## src/rtl/watch_link_pkg.sv

```systemverilog
// rtl/watch_link_pkg.sv - shared types and constants for the watch link
package watch_link_pkg;

    typedef enum logic [2:0] {
        IDLE,
        POP,
        SEND,
        WAIT,
        GAP
    } rd_state_t;

    localparam logic [7:0] DEFAULT_TERM = 8'h0A;

endpackage

```

## src/rtl/downlink_packetizer_fifo.sv

```systemverilog
// rtl/downlink_packetizer_fifo.sv - byte fifo with registered read port
module downlink_packetizer_fifo #(
    parameter int WIDTH = 8,
    parameter int DEPTH = 16
) (
    input  logic             clk,
    input  logic             rst,
    input  logic             wr_en,
    input  logic [WIDTH-1:0] wr_data,
    input  logic             rd_en,
    output logic [WIDTH-1:0] rd_data,
    output logic             full,
    output logic             empty
);

    localparam int AW = $clog2(DEPTH);
    localparam int CW = $clog2(DEPTH + 1);

    logic [WIDTH-1:0] mem [DEPTH];
    logic [AW-1:0]    wr_ptr;
    logic [AW-1:0]    rd_ptr;
    logic [CW-1:0]    count;
    logic             do_wr;
    logic             do_rd;

    // writes into a full fifo and reads from an empty one are silently ignored
    assign do_wr = wr_en & ~full;
    assign do_rd = rd_en & ~empty;
    assign full  = (count == CW'(DEPTH));
    assign empty = (count == '0);

    // storage array; contents need no reset because count guards every read
    always_ff @(posedge clk) begin
        if (do_wr) begin
            mem[wr_ptr] <= wr_data;
        end
    end

    // pointers, occupancy and the registered read data
    always_ff @(posedge clk or posedge rst) begin
        if (rst) begin
            wr_ptr  <= '0;
            rd_ptr  <= '0;
            count   <= '0;
            rd_data <= '0;
        end else begin
            if (do_wr) begin
                wr_ptr <= wr_ptr + AW'(1);
            end
            if (do_rd) begin
                rd_ptr  <= rd_ptr + AW'(1);
                rd_data <= mem[rd_ptr];
            end
            case ({do_wr, do_rd})
                2'b10:   count <= count + CW'(1);
                2'b01:   count <= count - CW'(1);
                default: count <= count;
            endcase
        end
    end

endmodule

```

## src/rtl/downlink_packetizer.sv

```systemverilog
// rtl/downlink_packetizer.sv - buffers received bytes and releases whole packets to the uart transmitter
module downlink_packetizer
    import watch_link_pkg::*;
#(
    parameter int               WIDTH      = 8,
    parameter int               DEPTH      = 16,
    parameter logic [WIDTH-1:0] TERM       = DEFAULT_TERM,
    parameter int               GAP_CYCLES = 16
) (
    input  logic             clk,
    input  logic             rst,
    input  logic             rx_dv,
    input  logic [WIDTH-1:0] rx_byte,
    output logic             tx_dv,
    output logic [WIDTH-1:0] tx_byte,
    input  logic             tx_active,
    input  logic             tx_done,
    output logic             pkt_pending,
    output logic             busy,
    output logic             overflow
);

    localparam int CW = $clog2(DEPTH + 1);
    localparam int GW = (GAP_CYCLES > 1) ? $clog2(GAP_CYCLES + 1) : 1;

    rd_state_t        state;
    rd_state_t        state_next;
    logic [CW-1:0]    pkt_count;
    logic             flush_r;
    logic [GW-1:0]    gap_cnt;
    logic [WIDTH-1:0] tx_hold;
    logic [WIDTH-1:0] rd_data;
    logic             rd_en;
    logic             fifo_full;
    logic             fifo_empty;
    logic             push;
    logic             pkt_inc;
    logic             pkt_dec;
    logic             flush_clr;
    logic             last_byte;

    assign push    = rx_dv & ~fifo_full;
    assign pkt_inc = push & (rx_byte == TERM);

    downlink_packetizer_fifo #(
        .WIDTH (WIDTH),
        .DEPTH (DEPTH)
    ) u_fifo (
        .clk     (clk),
        .rst     (~rst),
        .wr_en   (push),
        .wr_data (rx_byte),
        .rd_en   (rd_en),
        .rd_data (rd_data),
        .full    (fifo_full),
        .empty   (fifo_empty)
    );

    // read-side next state; idle also requires the live count so a stale pending bit cannot start a partial packet
    always_comb begin
        state_next = state;
        rd_en      = 1'b0;
        pkt_dec    = 1'b0;
        flush_clr  = 1'b0;
        last_byte  = 1'b0;
        case (state)
            IDLE: begin
                if (pkt_pending && ((pkt_count != '0) || flush_r) && !tx_active) begin
                    state_next = POP;
                end
            end
            POP: begin
                if (fifo_empty) begin
                    state_next = IDLE;
                end else begin
                    rd_en      = 1'b1;
                    state_next = SEND;
                end
            end
            SEND: begin
                state_next = WAIT;
            end
            WAIT: begin
                if (tx_done) begin
                    if (tx_hold == TERM) begin
                        pkt_dec   = 1'b1;
                        last_byte = 1'b1;
                    end else if (flush_r && fifo_empty) begin
                        flush_clr = 1'b1;
                        last_byte = 1'b1;
                    end
                    if (!last_byte) begin
                        state_next = POP;
                    end else if (GAP_CYCLES > 0) begin
                        state_next = GAP;
                    end else begin
                        state_next = IDLE;
                    end
                end
            end
            GAP: begin
                if (gap_cnt == GW'(GAP_CYCLES - 1)) begin
                    state_next = IDLE;
                end
            end
            default: begin
                state_next = IDLE;
            end
        endcase
    end

    // the start strobe and the byte come straight from the state so reset drops them at once
    assign tx_dv   = (state == SEND);
    assign tx_byte = (state == SEND) ? rd_data : tx_hold;
    assign busy    = (state != IDLE);

    // read fsm state, idle gap counter and the byte held for the transmitter
    always_ff @(posedge clk or negedge rst) begin
        if (!rst) begin
            state   <= IDLE;
            gap_cnt <= '0;
            tx_hold <= '0;
        end else begin
            state   <= state_next;
            gap_cnt <= (state == GAP) ? gap_cnt + GW'(1) : '0;
            if (state == SEND) begin
                tx_hold <= rd_data;
            end
        end
    end

    // packet accounting, forced-flush flag and the registered status outputs
    always_ff @(posedge clk or negedge rst) begin
        if (!rst) begin
            pkt_count   <= '0;
            flush_r     <= 1'b0;
            pkt_pending <= 1'b0;
            overflow    <= 1'b0;
        end else begin
            case ({pkt_inc, pkt_dec})
                2'b10:   pkt_count <= pkt_count + CW'(1);
                2'b01:   pkt_count <= pkt_count - CW'(1);
                default: pkt_count <= pkt_count;
            endcase
            if (fifo_full && (pkt_count == '0)) begin
                flush_r <= 1'b1;
            end else if (flush_clr) begin
                flush_r <= 1'b0;
            end
            pkt_pending <= (pkt_count != '0) | flush_r;
            overflow    <= rx_dv & fifo_full;
        end
    end

endmodule

```

## config.mk

```make
export PLATFORM = sky130hd
export DESIGN_NAME = downlink_packetizer
export DESIGN_NICKNAME = d
export VERILOG_FILES = /design/src/rtl/watch_link_pkg.sv /design/src/rtl/downlink_packetizer_fifo.sv /design/src/rtl/downlink_packetizer.sv
export SDC_FILE = /design/constraint.sdc
export NUM_CORES = 1
export LEC_CHECK = 0
export ABC_AREA = 0
export BUFFER_PORTS_ARGS = -buffer_cell sky130_fd_sc_hd__buf_2
export CELL_PAD_IN_SITES_DETAIL_PLACEMENT = 1
export CELL_PAD_IN_SITES_GLOBAL_PLACEMENT = 2
export CORE_ASPECT_RATIO = 0.5
export CORE_MARGIN = 3
export CORE_UTILIZATION = 40
export CTS_CLUSTER_DIAMETER = 200
export DETAILED_ROUTE_END_ITERATION = 6
export PLACE_DENSITY = 0.74
export SYNTH_ARGS = -nofsm -noshare
export SYNTH_HDL_FRONTEND = slang
export SYNTH_SLANG_ARGS = --single-unit
```

## constraint.sdc

```tcl
create_clock -name clk -period 7.16 [get_ports clk]
set_clock_uncertainty 0.05 [all_clocks]
set_input_delay 1.074 -clock clk [delete_from_list [all_inputs] [get_ports clk]]
set_output_delay 1.074 -clock clk [all_outputs]
set_load 0.1 [all_outputs]
```

==> results.cfg <==
[clock_tree]
cts_resized = 0
cts_htree_levels = 4
cts_inserted_buffers = 17
clk_latency_ns = 0.43
cts_buffer_depth = 2
hold_buffers = 0
root_buffer = clkbuf_16
cts_setup_buffers = 0
path_clk_slew_ns = 0.07
cts_tree = yes
cts.sinks = 173

[pwr]
p_per_area_mw_per_mm2 = 439.2
ir_drop_mv = 0.4028
total_power_mw = 3.578
leakagePower_nw = 2.936

[worst_setup_path]
crit_end = u_fifo.count[4]
r2r_setup_slack_ns = 3.51
r2r_cells = 11
crit_path_end_kind = flop
worst_ep_arrival_time_ns = 3.90
crit-reg2reg-capture = u_fifo.count[4]
setup.worst_path.class = reg2reg
critPathLaunchType = flop
critPathMaxFanout = 19
worstReg2RegStart = u_fifo.count[1]
crit_start = u_fifo.count[1]
worstPathRequired_ns = 7.41

[synthesis]
ys.flop_type = edfxtp_1
synth_cells = 430
synth_enable_flop_cells = 128
yosysTopAreaCellShare = 0.5354
synth_most_common_cell = edfxtp_1
syn_avg_cell_area_um2 = 16.70
synth_area_leaders = edfxtp_1, dfrtp_1, mux4_2, mux2_2, ha_1
ys_warn_count = 0
netlist_area_mm2 = 0.007179
synthArstFlopShare = 0.2601
ys_seq_elements = 173
ys_seq_area_frac = 0.6922
synth_nets = 459
yosysUniqueCellTypes = 47
yosysTopAreaCell = edfxtp_1
synthTopCellsByCount = edfxtp_1, dfrtp_1, nand2_1

[floorplanning]
die_h_um = 100.7
die_w_um = 195.5
die_area_mm2 = 0.01969
io_pins = 25
floorplan.initialDensity = 0.4231
core_area_mm2 = 0.01697
rows = 33

[drt]
wire_per_inst_um = 21.43
drtIter0Drc = 263
ant_nets = 0
vias_per_cell = 5.304
post-route-drc-count = 0
first_pass_iters = 4
totalWireLength_um = 14940
vias = 3697

[sta]
worst_pin_slew_ns = 1.023
min_period_ns = 3.651
layout_setup_ws_ns = 3.509
rsz0062_at_grt = false
setup_viol = 0
final.period_utilization = 0.5099
hold_viol_final = 0
setup-tns-final_ns = 0
slew-limit-headroom = 0.3154
fmax_mhz = 273.9
drv_slew = 0

[global_route]
grt_pass1_wl_um = 24110
grt-ovfl-total = 0
grt_max_degree = 46
grt_usage = 0.1659
grt_pass1_vias = 4057
antenna_found_initial = 0

[placed_design]
gp_congestion = 0.7092
io_buffers = 24
pre_cts_ws_ns = 3.476
hpwl_um = 9484

[layout]
syn_to_final_growth_pct = 13.47
finalNetCount = 486
drive_gt1_frac = 0.2553
n_antenna_cell = 0
num-fill-cells = 1631

[min_path]
hold_path_class = reg2reg
min-delay-start = gap_cnt[0]

[outcome]
status = complete, no violations

[flow_run]
max_cap_violations = 0
[final cells by class]
cell class,instances,area [µm²],share of cell area
flip-flops and latches,173,4971,0.6102
multi-input cells,227,2068,0.2539
clock buffers,18,429.2,0.05268
well taps,227,284.0,0.03486
clock inverters,14,202.7,0.02488
repair buffers,29,157.7,0.01935
inverters,9,33.78,0.004147
[worst max-delay path, stage by stage, from the launching register on]
cell     delay [ns]
dfrtp_1        0.42
or4_4          0.57
o21ai_2        0.14
or3_1          0.54
inv_2          0.14
ha_1           0.29
ha_1           0.35
nor2b_1        0.14
o21ai_0        0.20
a21oi_1        0.10
or3b_2         0.45
xnor2_1        0.13
[metal layers]
metal	routed length, µm	GRT usage	up-vias
met5	0	0	-
met1	7132	0.2358	1925
met2	6951	0.2565	69
met3	647	0.03306	17
met4	208	0.06185	0
li1	-	-	1686
[how the worst min path moves through the flow]
stage	end	slack [ns]	cells past startpoint
after global placement	gap_cnt[0]	0.40	1
after detailed placement	gap_cnt[0]	0.41	1
final	gap_cnt[0]	0.43	1
after floorplan	gap_cnt[0]	0.38	1
after global routing	gap_cnt[0]	0.46	1
after CTS	gap_cnt[0]	0.42	1
[state kept, by name, summed over array words and instances (netlist names), 3 cells and up]
register	cells
pkt_count	5
u_fifo.mem	128
u_fifo.rd_data	8
state	3
u_fifo.count	5
u_fifo.rd_ptr	4
tx_hold	8
u_fifo.wr_ptr	4
gap_cnt	5
[through the flow]
step	util	instance area [µm²]	cells	hold WS [ns]
floorplan	-	7179	430	0.3829
global route	0.4801	8147	697	0.4610
CTS	0.4801	8147	697	0.4187
detailed placement	0.4428	7515	665	0.4097
global placement	0.4428	7515	665	0.4037
finish	0.4801	8147	697	0.4264
[cells in the final DEF, fill, tap and decap left out, types with 3 or more instances in the layout]
cell	instances
dfrtp_1	44
clkinvlp_4	3
xor2_1	8
nor3_2	4
buf_4	5
or3_1	4
mux2_2	17
clkbuf_16	17
mux4_2	32
and3_1	3
buf_2	24
xnor2_1	11
o21ai_0	16
ha_1	15
mux2i_1	8
nand3_1	4
edfxtp_1	128
o21ai_1	8
nor2_1	27
nand2_1	34
a21oi_1	9
inv_1	8
bufinv_16	4
inv_6	4
[report_power, final]
| group | switching, mW | internal [mW] | total (mW) |
|---|---|---|---|
| registers | 0.114 | 1.25 | 1.36 |
| logic | 0.796 | 0.423 | 1.22 |
| clock network | 0.403 | 0.591 | 0.994 |
[logic make-up after synthesis]
family	Yosys count	synth area share
simple gates	93	0.06204
mux	57	0.1382
flops	173	0.6922
fa+ha+maj	16	0.02893
buf+inv	30	0.02248
compound gates	42	0.03294
xor+xnor	19	0.02318
(Power assumes the default switching activity.)
